--- src/rtl/arbitro_sumador.sv ---
// Round-robin arbiter that shares one external saturating adder among N requesters.
// Each granted request takes two cycles: the operands are loaded into AdC/AdD, then the result is written.
module arbitro_sumador #(
    parameter int W = 25,
    parameter int N = 4
) (
    input  logic                  CLK,
    input  logic                  Reset,
    input  logic [N-1:0]          Req,
    input  logic [N*W-1:0]        OpA,
    input  logic [N*W-1:0]        OpB,
    output logic [N-1:0]          Gnt,
    output logic [N-1:0]          Done,
    output logic signed [W-1:0]   Result,
    output logic                  Lim,
    output logic                  Busy,
    output logic signed [W-1:0]   AdC,
    output logic signed [W-1:0]   AdD,
    input  logic signed [W-1:0]   AdS
);

    // state | meaning
    // IDLE  | no operation in progress, Req sampled
    // LOAD  | operands held on AdC/AdD, Gnt high
    // WRITE | Result/Lim registered, Done high, Req sampled again
    typedef enum logic [1:0] {IDLE, LOAD, WRITE} state_t;

    localparam int PW = (N > 1) ? $clog2(N) : 1;
    localparam logic signed [W-1:0] MAXV = {1'b0, {(W-1){1'b1}}};
    localparam logic signed [W-1:0] MINV = {1'b1, {(W-1){1'b0}}};

    state_t          state, state_nxt;
    logic [PW-1:0]   last_gnt;
    logic [PW-1:0]   win_idx;
    logic [PW-1:0]   j_idx;
    logic            win_found;
    logic            take;
    int              j;
    logic [N-1:0]    gnt_nxt;
    logic [W-1:0]    opa_sel, opb_sel;
    logic            lim_nxt;

    // Search starts just after the last winner and wraps around.
    always_comb begin
        win_found = 1'b0;
        win_idx   = '0;
        j         = 0;
        j_idx     = '0;
        for (int i = 0; i < N; i++) begin
            j     = (int'(last_gnt) + 1 + i) % N;
            j_idx = PW'(j);
            if (!win_found && Req[j_idx]) begin
                win_found = 1'b1;
                win_idx   = j_idx;
            end
        end
    end

    assign gnt_nxt = {{(N-1){1'b0}}, 1'b1} << win_idx;
    assign opa_sel = OpA[int'(win_idx)*W +: W];
    assign opb_sel = OpB[int'(win_idx)*W +: W];
    assign lim_nxt = (AdC[W-1] == AdD[W-1]) && (AdS == (AdC[W-1] ? MINV : MAXV));

    always_comb begin
        state_nxt = state;
        take      = 1'b0;
        case (state)
            IDLE, WRITE: begin
                if (win_found) begin
                    state_nxt = LOAD;
                    take      = 1'b1;
                end else begin
                    state_nxt = IDLE;
                end
            end
            LOAD:    state_nxt = WRITE;
            default: state_nxt = IDLE;
        endcase
    end

    always_ff @(posedge CLK) begin
        if (Reset) begin
            state    <= IDLE;
            last_gnt <= PW'(N-1);
            Gnt      <= '0;
            Done     <= '0;
            Result   <= '0;
            Lim      <= 1'b0;
            Busy     <= 1'b0;
            AdC      <= '0;
            AdD      <= '0;
        end else begin
            state <= state_nxt;
            Busy  <= (state_nxt != IDLE);
            Gnt   <= take ? gnt_nxt : '0;
            Done  <= (state == LOAD) ? Gnt : '0;
            if (take) begin
                AdC      <= opa_sel;
                AdD      <= opb_sel;
                last_gnt <= win_idx;
            end
            if (state == LOAD) begin
                Result <= AdS;
                Lim    <= lim_nxt;
            end
        end
    end

endmodule
--- config.mk ---
export PLATFORM = sky130hd
export DESIGN_NAME = arbitro_sumador
export DESIGN_NICKNAME = d
export VERILOG_FILES = /design/src/rtl/arbitro_sumador.sv
export SDC_FILE = /design/constraint.sdc
export NUM_CORES = 1
export LEC_CHECK = 0
export ABC_CLOCK_PERIOD_IN_PS = 2400
export BUFFER_PORTS_ARGS = -buffer_cell sky130_fd_sc_hd__clkbuf_2
export CAP_MARGIN = 20
export CORE_AREA = 2 2 123 125
export DETAILED_ROUTE_END_ITERATION = 7
export DIE_AREA = 0 0 125 127
export PLACE_DENSITY = 0.65
export SLEW_MARGIN = 20
export SYNTH_ARGS = -nofsm -noshare
export SYNTH_HDL_FRONTEND = slang
export SYNTH_SLANG_ARGS = --single-unit
--- constraint.sdc ---
create_clock -name CLK -period 2.4 [get_ports CLK]
set_clock_uncertainty 0.05 [all_clocks]
set_input_delay 0.12 -clock CLK [delete_from_list [all_inputs] [get_ports CLK]]
set_output_delay 0.12 -clock CLK [all_outputs]
set_load 0.01 [all_outputs]
Word-level counts from Yosys, hierarchy flattened. Cells that the tools add are included.

Bits in registers: 89. Bits of input ports: 231.

$add $sub $neg: 4. Multiply operators: 1. Magnitude comparators: 4. Eq/ne operators: 4. Shift-type cells: 3. Mux-type cells: 21. Bitwise gates (word level): 2. Reduce and logical (&&, ||, !) cells: 12.

Operators with widths (number): variable part select 100 x 32 -> 25 bit (1); variable part select 100 x 8 -> 25 bit (1); == test 25 bit (1); two-way mux 25 bit (1); < comparator 2 x 3 -> 1 bit, second input constant (4); two-way mux 1 bit (11); binary-select mux 1 bit (select 2 bit) (4); two-way mux 2 bit (4); multiplier 2 x 5 -> 7 bit, second input constant (1); adder 2 bit, second input constant (3); OR reduction 2 bit (3); logical AND 1 bit (4); case mux 2 bit (2 select lines) (1); << shifter 1 x 2 -> 4 bit, first input constant (1); zero test 1 bit (3); adder 2 x 1 -> 2 bit, second input constant (1); == test 2 x 1 -> 1 bit, second input constant (1); == test 2 bit, second input constant (1); zero test 2 bit (1); NOT 1 bit (2); nonzero test 2 bit (1); == test 1 bit (1).

Logic depth before layout (Yosys ltp). Gate-level depths: netlist of run 1.

Depth in word-level cells: 17. Mapped depth: 7. Gate-level depth less buffers: 5.

Worst setup path before layout of run 1. Ideal clock, no wire load.

Path kind: reg-to-reg. Start point: register last_gnt[0]. End point: register AdC[10]. Arrival time: 1.334 ns. Setup slack: 0.882 ns. Stages on the path, launching flop included: 8. Path buffers: 2. Cell sequence: dfxtp_1 -> nand2b_1 -> a21o_1 -> and3_1 -> buf_2 -> buf_4 -> mux2i_1 -> o211ai_1.

Longest elaborated chain between the ends: 15.

Ends and longest elaborated chain: from (decl) (RTL line 33) `logic [PW-1:0] last_gnt;`; from (signal assigned) (RTL line 84) `last_gnt <= PW'(N-1);`; from (signal assigned) (RTL line 100) `last_gnt <= win_idx;`; adder 2 x 1 -> 2 bit * (RTL line 50) `j = (int'(last_gnt) + 1 + i) % N;`; parallel branches: the longest is 14 deep, another holds multiplier 2 x 5 -> 7 bit; to (signal assigned) (RTL line 98) `AdC <= opa_sel;`; to (decl) (RTL line 17) `output logic signed [W-1:0] AdC,`.

Mark *: on every way between the ends. The select of a mux whose other input is x is not followed. A chain may end at the register's enable or synchronous reset.

Worst setup path in the final report of run 1.
Start point: register last_gnt[0]. End point: register AdD[5].

Longest elaborated chain between the ends: 15.

Ends and longest elaborated chain: adder 2 x 1 -> 2 bit * (RTL line 50); parallel branches: the longest is 14 deep, another holds multiplier 2 x 5 -> 7 bit; to (signal assigned) (RTL line 99) `AdD <= opb_sel;`; to (decl) (RTL line 18) `output logic signed [W-1:0] AdD,`.

Marks and branches as above.

==> impl_results.html, run 1 <==
<table>
<tr><th>Metric</th><th>Value</th></tr>
<tr><th colspan="2">Status</th></tr>
<tr><td>Status</td><td>finished, final reports clean</td></tr>
<tr><th colspan="2">Synthesis</th></tr>
<tr><td>Multiplexer share of the synthesized area</td><td>approximately a tenth</td></tr>
<tr><td>Compound-cell area share of the yosys netlist</td><td>between 20% and 30%</td></tr>
<tr><td>Xor/xnor share of the synthesized area</td><td>0%</td></tr>
<tr><td>Sequential fraction of the synthesis area</td><td>~36%</td></tr>
<tr><td>Gate count after technology mapping</td><td>between 600 and 700</td></tr>
<tr><td>Mean Syn Cell Area</td><td>approximately 8 µm²</td></tr>
<tr><td>Post-Syn Area</td><td>4990 µm²</td></tr>
<tr><td>Post-synth ARST share</td><td>0%</td></tr>
<tr><td>Dominant cell type by area after synthesis</td><td>sky130_fd_sc_hd__dfxtp_1</td></tr>
<tr><td>Cell variety after synth</td><td>34</td></tr>
<tr><td>Top cells by count, synth</td><td>105 x sky130_fd_sc_hd__nand2_1, 89 x sky130_fd_sc_hd__dfxtp_1, 52 x sky130_fd_sc_hd__inv_1</td></tr>
<tr><td>Most common flop cell mapped by yosys</td><td>sky130_fd_sc_hd__dfxtp_1</td></tr>
<tr><td>Yosys warns</td><td>0</td></tr>
<tr><td>Basic-gate share of the synthesized area counting and, or, nand and nor cells</td><td>a little over a fifth</td></tr>
<tr><td>Synth top area share</td><td>35.71%</td></tr>
<tr><td>Post-synth EDFFs</td><td>0</td></tr>
<tr><td>Most frequent cell after synthesis</td><td>sky130_fd_sc_hd__nand2_1</td></tr>
<tr><td>Leading post-synthesis cells by cell area</td><td>sky130_fd_sc_hd__dfxtp_1 36%, sky130_fd_sc_hd__mux2i_1 10%, sky130_fd_sc_hd__and4_1 9.0%</td></tr>
<tr><td>Total nets after synthesis</td><td>between 800 and 900</td></tr>
<tr><td>Adder-Cell Fraction of Synth Area</td><td>0%</td></tr>
<tr><td>Combinational family with the most area after synthesis</td><td>compound AO/OA/AOI/OAI gates</td></tr>
<tr><td>Yosys reg bits</td><td>89</td></tr>
<tr><th colspan="2">STA</th></tr>
<tr><td>Final critical-path share of the clock period</td><td>between 70 and 80%</td></tr>
<tr><td>RSZ-0062 raised after global routing</td><td>false</td></tr>
<tr><td>Relative slew margins</td><td>between 50% and 60%</td></tr>
<tr><td>Total Neg Setup Slack</td><td>0 ns</td></tr>
<tr><td>Final setup violating endpoints</td><td>0</td></tr>
<tr><td>F_max</td><td>between 500 and 600 MHz</td></tr>
<tr><td>Min Hold Slack</td><td>about 0.019 ns</td></tr>
<tr><td>Tightest Pin Transition</td><td>about 0.65 ns</td></tr>
<tr><td>Number of slew-limit violations in the final report</td><td>0</td></tr>
<tr><td>Final hold violations</td><td>0</td></tr>
<tr><td>Period minus WS final</td><td>between 1.5 and 2 ns</td></tr>
<tr><th colspan="2">Routing</th></tr>
<tr><td>Iteration-0 DRC Markers</td><td>about 340</td></tr>
<tr><td>DRC violations left</td><td>0</td></tr>
<tr><td>Drt total wl</td><td>18180 µm</td></tr>
<tr><td>Routed len/inst</td><td>between 15 and 20 µm</td></tr>
<tr><td>Via total after detailed routing</td><td>between 5000 and 6000</td></tr>
<tr><td>ANT nets after route</td><td>0</td></tr>
<tr><td>Post-detailed-route via-to-cell ratio</td><td>approximately 5.1</td></tr>
<tr><td>Drt first pass iters</td><td>5</td></tr>
<tr><th colspan="2">Place</th></tr>
<tr><td>Half-perimeter wire length after detailed placement</td><td>12890 µm</td></tr>
<tr><td>Number of buffer cells added on primary ports</td><td>315</td></tr>
<tr><td>GPL Wtd Cong</td><td>between 0.8 and 0.9</td></tr>
<tr><td>Instance count after placement with tap cells included</td><td>~1100</td></tr>
<tr><th colspan="2">Global route</th></tr>
<tr><td>Antenna violations before repair</td><td>0</td></tr>
<tr><td>Total grt overflow</td><td>0</td></tr>
<tr><td>Pin count of the biggest net entering global routing</td><td>between 100 and 150</td></tr>
<tr><td>Via count of the first global-routing pass</td><td>approximately 5500</td></tr>
<tr><td>GRT Overall Usage</td><td>around 22%</td></tr>
<tr><td>Global-route wire length before repair</td><td>between 20000 and 30000 µm</td></tr>
<tr><th colspan="2">Worst setup path</th></tr>
<tr><td>Arrival time reported for the critical path endpoint</td><td>approximately 2.1 ns</td></tr>
<tr><td>Largest driver fanout on the critical path</td><td>76</td></tr>
<tr><td>Launch instance of the worst register-to-register path</td><td>last_gnt[0]$_SDFFE_PP1P_</td></tr>
<tr><td>Reg-to-Reg End</td><td>AdD[5]$_SDFFE_PP0P_</td></tr>
<tr><td>Depth of the worst register-to-register path</td><td>6</td></tr>
<tr><td>Setup slack of the worst register-to-register path</td><td>0.51 ns</td></tr>
<tr><td>Critical Path Source</td><td>last_gnt[0]$_SDFFE_PP1P_</td></tr>
<tr><td>Required time at the worst-slack endpoint</td><td>roughly 2.6 ns</td></tr>
<tr><td>Critical Path End</td><td>AdD[5]$_SDFFE_PP0P_</td></tr>
<tr><td>Nature of the critical path endpoint</td><td>flip-flop</td></tr>
<tr><td>Launching element type of the critical path</td><td>flip-flop</td></tr>
<tr><td>Path type of the worst setup path</td><td>flip-flop to flip-flop</td></tr>
<tr><th colspan="2">Clock tree</th></tr>
<tr><td># clock sinks</td><td>between 80 and 90</td></tr>
<tr><td>Clk Latency, worst-skew pair</td><td>approximately 0.34 ns</td></tr>
<tr><td>Clock buffer depth</td><td>2</td></tr>
<tr><td>Clock-pin transition on the worst setup and hold timing paths</td><td>about 0.07 ns</td></tr>
<tr><td>Buffer type at the clock tree root</td><td>sky130_fd_sc_hd__clkbuf_16</td></tr>
<tr><td>Clock buffer count from CTS</td><td>9</td></tr>
<tr><td>Post-CTS setup repair buffer count</td><td>0</td></tr>
<tr><td>Number of levels in the clock H-tree</td><td>3</td></tr>
<tr><td>CTS tree</td><td>built</td></tr>
<tr><th colspan="2">Power</th></tr>
<tr><td>Switching Share</td><td>a little under a third</td></tr>
<tr><td>Total Power Consumption</td><td>~0.0045 W</td></tr>
<tr><td>Clock power frac</td><td>roughly a third</td></tr>
<tr><td>Internal power consumption</td><td>roughly 0.0031 W</td></tr>
<tr><td>Share of power burned in registers</td><td>about two fifths</td></tr>
<tr><td>Share of power burned in combinational logic</td><td>between 20% and 30%</td></tr>
<tr><td>Total power density per cell area</td><td>620.5 nW/µm²</td></tr>
<tr><td>Sw Pwr</td><td>0.001403 W</td></tr>
<tr><td>Worst ir drop on vdd</td><td>approximately 0.00032 V</td></tr>
<tr><td>Leakage component of the power</td><td>around 3.6 nW</td></tr>
<tr><th colspan="2">Floorplan</th></tr>
<tr><td>Die width</td><td>roughly 130 µm</td></tr>
<tr><td>Standard-cell row count</td><td>between 40 and 50</td></tr>
<tr><td>Chip height</td><td>127 µm</td></tr>
<tr><td>Top-level port count</td><td>316</td></tr>
<tr><td>Core region area</td><td>14420 µm²</td></tr>
<tr><td>Die area</td><td>15880 µm²</td></tr>
<tr><td>Initial Util</td><td>~35%</td></tr>
<tr><th colspan="2">Layout</th></tr>
<tr><td>Multi-input logic area</td><td>roughly 2800 µm²</td></tr>
<tr><td>Area taken by flip-flops and latches</td><td>around 1800 µm²</td></tr>
<tr><td>Ant diodes</td><td>0</td></tr>
<tr><td>Fill cell total of the finished layout</td><td>around 1500</td></tr>
<tr><td>Number of nets in the finished design</td><td>1172</td></tr>
<tr><td>Fraction of final layout cells sized beyond drive strength 1</td><td>a little under two fifths</td></tr>
<tr><td>Area added between synthesis and finish</td><td>45.69%</td></tr>
<tr><td>Finished Layout Cells</td><td>between 1000 and 1500</td></tr>
<tr><th colspan="2">Flow run</th></tr>
<tr><td>Max-cap check violation count</td><td>0</td></tr>
<tr><th colspan="2">Hold path</th></tr>
<tr><td>Kind of path behind the tightest hold check</td><td>primary input to flip-flop</td></tr>
</table>
-- metal layers --
metal	global-route usage [%]	routed length, µm	vias to the layer above
li1	-	-	2909
met1	27.06	7715	2603
met2	37.98	8731	232
met3	4.941	1266	31
met4	9.412	464	0
met5	0	0	-
-- cells by family (layout without fill, tap and decap cells) --
logic type | count (synthesis) | after routing
buffers and inverters | 116 | 421
AND/OR/NAND/NOR | 198 | 198
multiplexers | 50 | 50
AO/OA/AOI/OAI | 188 | 188
flip-flops | 89 | 89
-- area by class of cell --
type	count	share of cell area, %
timing repair buffer	352	27.23
tap	184	3.167
sequential	89	24.51
inverter	53	2.737
multi-input combinational	436	38.12
clock inverter	4	0.7057
clock buffer	12	3.528
-- flip-flops by register name, indices dropped and copies added (netlist names) --
| name | flops |
|---|---|
| last_gnt | 2 |
| Result | 25 |
| Gnt | 4 |
| Busy | 1 |
| AdD | 25 |
| Lim | 1 |
| AdC | 25 |
| Done | 4 |
| state | 2 |
-- how the worst min path moves through the flow --
stage                  from                endpoint  slack (ns)  depth (start not counted)
global placement     AdS[8]  Result[8]$_SDFFE_PP0P_        0.32                          3
detailed placement   AdS[8]  Result[8]$_SDFFE_PP0P_        0.33                          3
floorplan            AdS[0]  Result[0]$_SDFFE_PP0P_        0.21                          2
CTS                 OpB[76]     AdD[1]$_SDFFE_PP0P_        0.02                          3
global route        OpA[77]     AdC[2]$_SDFFE_PP0P_        0.03                          3
finish              OpB[76]     AdD[1]$_SDFFE_PP0P_        0.02                          3
-- power groups by stage --
stage | registers, W | clock network, W | logic (W)
after CTS | 0.00174 | 0.00151 | 0.00130
final | 0.00174 | 0.00148 | 0.00129
after detailed placement | 0.00177 | 0 | 0.00127
after global placement | 0.00177 | 0 | 0.00126
after floorplan | 0.00184 | 0 | 0.000652
after global routing | 0.00176 | 0.00155 | 0.00142
-- worst max-delay path, stage by stage (launching register included) --
cell	delay, ns
sky130_fd_sc_hd__dfxtp_1	0.34
sky130_fd_sc_hd__nand2b_1	0.13
sky130_fd_sc_hd__a21o_2	0.15
sky130_fd_sc_hd__buf_4	0.50
sky130_fd_sc_hd__a31oi_1	0.14
sky130_fd_sc_hd__o21ai_0	0.27
sky130_fd_sc_hd__o211ai_1	0.14
-- what timing repair did --
item                                   in CTS  in global routing
hold buffers                               25                  0
resized for setup                           0                  0
endpoints found under the hold margin      25                  0
-- stage by stage --
stage | cell area (µm²) | util [%] | worst slack [ns]
3_5_place_dp | 6711 | 46.53 | 0.5225
2_1_floorplan | 4990 | - | 0.8823
4_1_cts | 7269 | 50.40 | 0.4987
3_3_place_gp | 6711 | 46.53 | 0.5500
6_report | 7269 | 50.40 | 0.5073
5_1_grt | 7269 | 50.40 | 0.2719
-- cell usage in the layout (no fill, tap or decap), drive strengths merged, types with 3 or more instances in the layout --
| cell type | netlist | final |
|---|---|---|
| a21oi | 28 | 28 |
| a31oi | 50 | 50 |
| and2 | 5 | 5 |
| and4 | 51 | 51 |
| buf | 21 | 12 |
| clkbuf | 42 | 327 |
| dfxtp | 89 | 89 |
| dlygate4sd3 | 0 | 25 |
| inv | 53 | 53 |
| mux2i | 50 | 50 |
| nand2 | 106 | 106 |
| nand2b | 5 | 5 |
| nand3 | 5 | 5 |
| nand4 | 3 | 3 |
| nor2 | 11 | 11 |
| nor4 | 5 | 5 |
| o211ai | 51 | 51 |
| o21ai | 52 | 52 |
Power figures use the tool's default switching activity.
==> inputs of run 2 (changes only) <==
- ABC_CLOCK_PERIOD_IN_PS: 2400 -> 1600
- CORE_AREA: 2 2 123 125 -> 2 2 124 126
- DIE_AREA: 0 0 125 127 -> 0 0 126 128
- PLACE_DENSITY: 0.65 -> 0.67
- clock period: 2.4 -> 1.6 ns (I/O delays scaled with it)
==> run 2 against run 1 <==
The run now ends with setup timing left. Critical path depth did not move. Core utilization rose by 7.5 points. Via count rose by 11%. Setup slack got worse by 0.56 ns. Clock power rose by 36%. Global-route usage rose by 2.6 points. Final cell count rose by 10%. Total power rose by 58%.
==> impl_results.html, run 2 (same netlist as run 1, synthesis figures left out) <==
<table>
<tr><th>Metric</th><th>Value</th></tr>
<tr><th colspan="2">Power</th></tr>
<tr><td>Sw Pwr</td><td>0.002296 W (+64%)</td></tr>
<tr><td>Worst ir drop on vdd</td><td>0.0006458 V (+100%)</td></tr>
<tr><td>Internal power consumption</td><td>0.004841 W (+56%)</td></tr>
<tr><td>Switching Share</td><td>32.17% (+1.1 points)</td></tr>
<tr><td>Clock power frac</td><td>28.2% (-4.5 points)</td></tr>
<tr><td>Leakage component of the power</td><td>4.214 nW (+17%)</td></tr>
<tr><td>Total power density per cell area</td><td>828.7 nW/µm² (+34%)</td></tr>
<tr><td>Share of power burned in registers</td><td>36.7% (-1.9 points)</td></tr>
<tr><td>Share of power burned in combinational logic</td><td>35.1% (+6.4 points)</td></tr>
<tr><th colspan="2">Layout</th></tr>
<tr><td>Number of nets in the finished design</td><td>1286 (+9.7%)</td></tr>
<tr><td>Ant diodes</td><td>0 (unchanged)</td></tr>
<tr><td>Finished Layout Cells</td><td>1248 (+10%)</td></tr>
<tr><td>Most used cells in the layout excluding fill and tap cells</td><td>315 x sky130_fd_sc_hd__clkbuf_2, 105 x sky130_fd_sc_hd__nand2_1, 87 x sky130_fd_sc_hd__dfxtp_1, 85 x sky130_fd_sc_hd__dlygate4sd3_1, 52 x sky130_fd_sc_hd__inv_1</td></tr>
<tr><td>Post-route core utilization</td><td>57.94% (+7.5 points)</td></tr>
<tr><td>Area added between synthesis and finish</td><td>72.59%</td></tr>
<tr><td>Multi-input logic area</td><td>2883 µm² (+4.0%)</td></tr>
<tr><td>Area taken by flip-flops and latches</td><td>1784 µm² (+0.14%)</td></tr>
<tr><td>Commonest non-fill, non-tap cell in the layout</td><td>sky130_fd_sc_hd__clkbuf_2</td></tr>
<tr><td>Fill cell total of the finished layout</td><td>1320 (-9.9%)</td></tr>
<tr><td>Registers with the highest flip-flop counts</td><td>AdC: 25 flops, AdD: 25 flops, Result: 25 flops</td></tr>
<tr><td>Final Instance Area</td><td>8612 µm² (+18%)</td></tr>
<tr><td>Fraction of final layout cells sized beyond drive strength 1</td><td>40.00% (+2.9 points)</td></tr>
<tr><th colspan="2">Global route</th></tr>
<tr><td>Global-route wire length before repair</td><td>31680 µm (+11%)</td></tr>
<tr><td>GRT Overall Usage</td><td>24.77% (+2.6 points)</td></tr>
<tr><td>Via count of the first global-routing pass</td><td>6355 (+16%)</td></tr>
<tr><td>Pin count of the biggest net entering global routing</td><td>37 (-64%)</td></tr>
<tr><td>Antenna violations before repair</td><td>0 (unchanged)</td></tr>
<tr><td>Total grt overflow</td><td>0 (unchanged)</td></tr>
<tr><th colspan="2">Routing</th></tr>
<tr><td>Drt first pass iters</td><td>5 (unchanged)</td></tr>
<tr><td>DRC violations left</td><td>0 (unchanged)</td></tr>
<tr><td>Post-detailed-route via-to-cell ratio</td><td>5.158 (+0.92%)</td></tr>
<tr><td>Via total after detailed routing</td><td>6437 (+11%)</td></tr>
<tr><td>Routed len/inst</td><td>16.70 µm (+3.8%)</td></tr>
<tr><td>ANT nets after route</td><td>0 (unchanged)</td></tr>
<tr><td>Iteration-0 DRC Markers</td><td>340 (+0.59%)</td></tr>
<tr><td>Drt total wl</td><td>20850 µm (+15%)</td></tr>
<tr><th colspan="2">Floorplan</th></tr>
<tr><td>Chip height</td><td>128 µm (+0.79%)</td></tr>
<tr><td>Top-level port count</td><td>316 (unchanged)</td></tr>
<tr><td>Core region area</td><td>14860 µm² (+3.1%)</td></tr>
<tr><td>Die area</td><td>16130 µm² (+1.6%)</td></tr>
<tr><td>Die width</td><td>126 µm (+0.80%)</td></tr>
<tr><td>Standard-cell row count</td><td>45 (+2.3%)</td></tr>
<tr><td>Initial Util</td><td>33.57% (-1.0 points)</td></tr>
<tr><th colspan="2">Worst setup path</th></tr>
<tr><td>Nature of the critical path endpoint</td><td>flip-flop</td></tr>
<tr><td>Critical Path Source</td><td>last_gnt[0]$_SDFFE_PP1P_</td></tr>
<tr><td>Required time at the worst-slack endpoint</td><td>1.77 ns (-0.79 ns)</td></tr>
<tr><td>Launching element type of the critical path</td><td>flip-flop</td></tr>
<tr><td>Critical Path, Cell by Cell</td><td>nand2b_4 -&gt; a21o_4 -&gt; and3_4 -&gt; buf_4 -&gt; mux2i_1 -&gt; o211ai_1</td></tr>
<tr><td>Path type of the worst setup path</td><td>flip-flop to flip-flop</td></tr>
<tr><td>Cell with the biggest individual delay on the critical path</td><td>sky130_fd_sc_hd__dfxtp_2</td></tr>
<tr><td>Depth of the worst register-to-register path</td><td>6 (unchanged)</td></tr>
<tr><td>Arrival time reported for the critical path endpoint</td><td>1.81 ns (-0.24 ns)</td></tr>
<tr><td>Number of buffers and inverters on the critical path</td><td>1 (unchanged)</td></tr>
<tr><td>Instance count on the critical path</td><td>6 (unchanged)</td></tr>
<tr><td>Cell family contributing the most delay on the critical path</td><td>simple AND/OR/NAND/NOR gates</td></tr>
<tr><td>Crit-path max cell delay</td><td>0.34 ns (-0.16 ns)</td></tr>
<tr><td>Reg-to-Reg End</td><td>AdD[23]$_SDFFE_PP0P_</td></tr>
<tr><td>Launch instance of the worst register-to-register path</td><td>last_gnt[0]$_SDFFE_PP1P_</td></tr>
<tr><td>Setup slack of the worst register-to-register path</td><td>-0.05 ns (-0.56 ns)</td></tr>
<tr><td>Largest driver fanout on the critical path</td><td>6 (-92%)</td></tr>
<tr><td>Critical Path End</td><td>AdD[23]$_SDFFE_PP0P_</td></tr>
<tr><th colspan="2">Status</th></tr>
<tr><td>Failing checks</td><td>setup timing</td></tr>
<tr><td>Status</td><td>complete, but fails checks</td></tr>
<tr><th colspan="2">STA</th></tr>
<tr><td>Final critical-path share of the clock period</td><td>103.1% (+24 points)</td></tr>
<tr><td>Period minus WS final</td><td>1.649 ns (-0.2434 ns)</td></tr>
<tr><td>Number of slew-limit violations in the final report</td><td>0 (unchanged)</td></tr>
<tr><td>RSZ-0062 raised after global routing</td><td>true</td></tr>
<tr><td>Final hold violations</td><td>0 (unchanged)</td></tr>
<tr><td>Relative slew margins</td><td>74.08% (+17 points)</td></tr>
<tr><td>Crit path setup slack, layout</td><td>-0.04927 ns (-0.5566 ns)</td></tr>
<tr><td>Tightest Pin Transition</td><td>0.3852 ns (-0.2624 ns)</td></tr>
<tr><td>Total Neg Setup Slack</td><td>-0.5071 ns (-0.5071 ns)</td></tr>
<tr><td>F_max</td><td>606.3 MHz (+15%)</td></tr>
<tr><td>Final setup violating endpoints</td><td>27 (+27)</td></tr>
<tr><th colspan="2">Clock tree</th></tr>
<tr><td>CTS tree</td><td>built</td></tr>
<tr><td>Clock-pin transition on the worst setup and hold timing paths</td><td>0.07 ns (about the same)</td></tr>
<tr><td>Clock buffer count from CTS</td><td>9 (unchanged)</td></tr>
<tr><td>Number of levels in the clock H-tree</td><td>3 (unchanged)</td></tr>
<tr><td># clock sinks</td><td>89 (unchanged)</td></tr>
<tr><td>Buffer type at the clock tree root</td><td>sky130_fd_sc_hd__clkbuf_16</td></tr>
<tr><td>Clock buffer depth</td><td>2 (unchanged)</td></tr>
<tr><td>Clk Latency, worst-skew pair</td><td>0.34 ns (about the same)</td></tr>
<tr><th colspan="2">Place</th></tr>
<tr><td>Instance count after placement with tap cells included</td><td>1139 (+4.6%)</td></tr>
<tr><td>Number of buffer cells added on primary ports</td><td>315 (unchanged)</td></tr>
<tr><td>Half-perimeter wire length after detailed placement</td><td>13780 µm (+6.9%)</td></tr>
<tr><td>Post-placement cell area</td><td>7162 µm² (+6.7%)</td></tr>
<tr><td>GPL Wtd Cong</td><td>0.7879 (-7.8%)</td></tr>
<tr><th colspan="2">Hold path</th></tr>
<tr><td>Kind of path behind the tightest hold check</td><td>primary input to flip-flop</td></tr>
<tr><th colspan="2">Flow run</th></tr>
<tr><td>Max-cap check violation count</td><td>0 (unchanged)</td></tr>
</table>
## run 2: changes by cell type in the layout (fill, tap and decap cells not counted), moves of 3 or more
cell,before,now
sky130_fd_sc_hd__o21ai_0,8,2
sky130_fd_sc_hd__buf_6,0,8
sky130_fd_sc_hd__o21ai_1,43,46
sky130_fd_sc_hd__mux2i_1,50,41
sky130_fd_sc_hd__mux2i_2,0,6
sky130_fd_sc_hd__o21ai_2,0,3
sky130_fd_sc_hd__dlygate4sd3_1,25,85
sky130_fd_sc_hd__buf_4,7,38
sky130_fd_sc_hd__buf_12,5,14
sky130_fd_sc_hd__mux2i_4,0,3
## run 2: per-layer routing
metal	vias up	share of wire, %	global-route usage, %
li1	3152	-	-
met1	2906	38	27.02
met2	318	49	43.67
met3	61	8.3	7.262
met4	0	4.1	12.80
met5	-	0	0
## run 2: power groups by stage
stage | combinational, W | sequential [W] | clock, W
2_1_floorplan | 0.000978 | 0.00276 | 0
3_3_place_gp | 0.00209 | 0.00266 | 0
3_5_place_dp | 0.00212 | 0.00266 | 0
4_1_cts | 0.00243 | 0.00261 | 0.00209
5_1_grt | 0.00271 | 0.00265 | 0.00217
6_report | 0.00250 | 0.00262 | 0.00201
## run 2: tightest hold or removal path, stage by stage
cell and delay (ns):
sky130_fd_sc_hd__clkbuf_2 0.08, sky130_fd_sc_hd__mux2i_2 0.07, sky130_fd_sc_hd__o211ai_1 0.14
## run 2: layout make-up
class                           count  share of cell area (%)
Clock buffer                        9                   2.615
Clock inverter                      7                  0.6393
Inverter                           53                   2.310
Multi-Input combinational cell    436                   33.47
Sequential cell                    89                   20.72
Tap cell                          188                   2.731
Timing Repair Buffer              466                   37.51
## run 2: worst min-delay path by stage
| stage | from | end | slack, ns | cells past startpoint |
|---|---|---|---|---|
| after global placement | AdS[23] | Result[23]$_SDFFE_PP0P_ | 0.28 | 3 |
| after CTS | OpA[79] | AdC[4]$_SDFFE_PP0P_ | 0.00002 | 3 |
| after floorplan | AdS[0] | Result[0]$_SDFFE_PP0P_ | 0.17 | 2 |
| after global routing | OpA[79] | AdC[4]$_SDFFE_PP0P_ | 0.009 | 3 |
| after detailed placement | AdS[24] | Result[24]$_SDFFE_PP0P_ | 0.29 | 3 |
| final | OpB[76] | AdD[1]$_SDFFE_PP0P_ | 0.01 | 3 |
## run 2: per-stage QoR
step | hold WS (ns) | worst slack (ns) | total power, W
after global routing | 0.008889 | -0.1274 | 0.007526
after floorplan | 0.1660 | 0.08230 | 0.003734
final | 0.01055 | -0.04927 | 0.007137
after CTS | 0.00002123 | -0.04143 | 0.007127
after global placement | 0.2825 | -0.1305 | 0.004750
after detailed placement | 0.2886 | -0.1306 | 0.004777
## run 2: what timing repair did
action                                 in CTS  in global routing
gates cloned                                3                  1
setup endpoints to repair                  50                 51
setup buffers                               2                  3
pin swaps                                  16                 11
endpoints found under the hold margin      60                  0
resized for setup                          28                 14
hold buffers                               85                  0
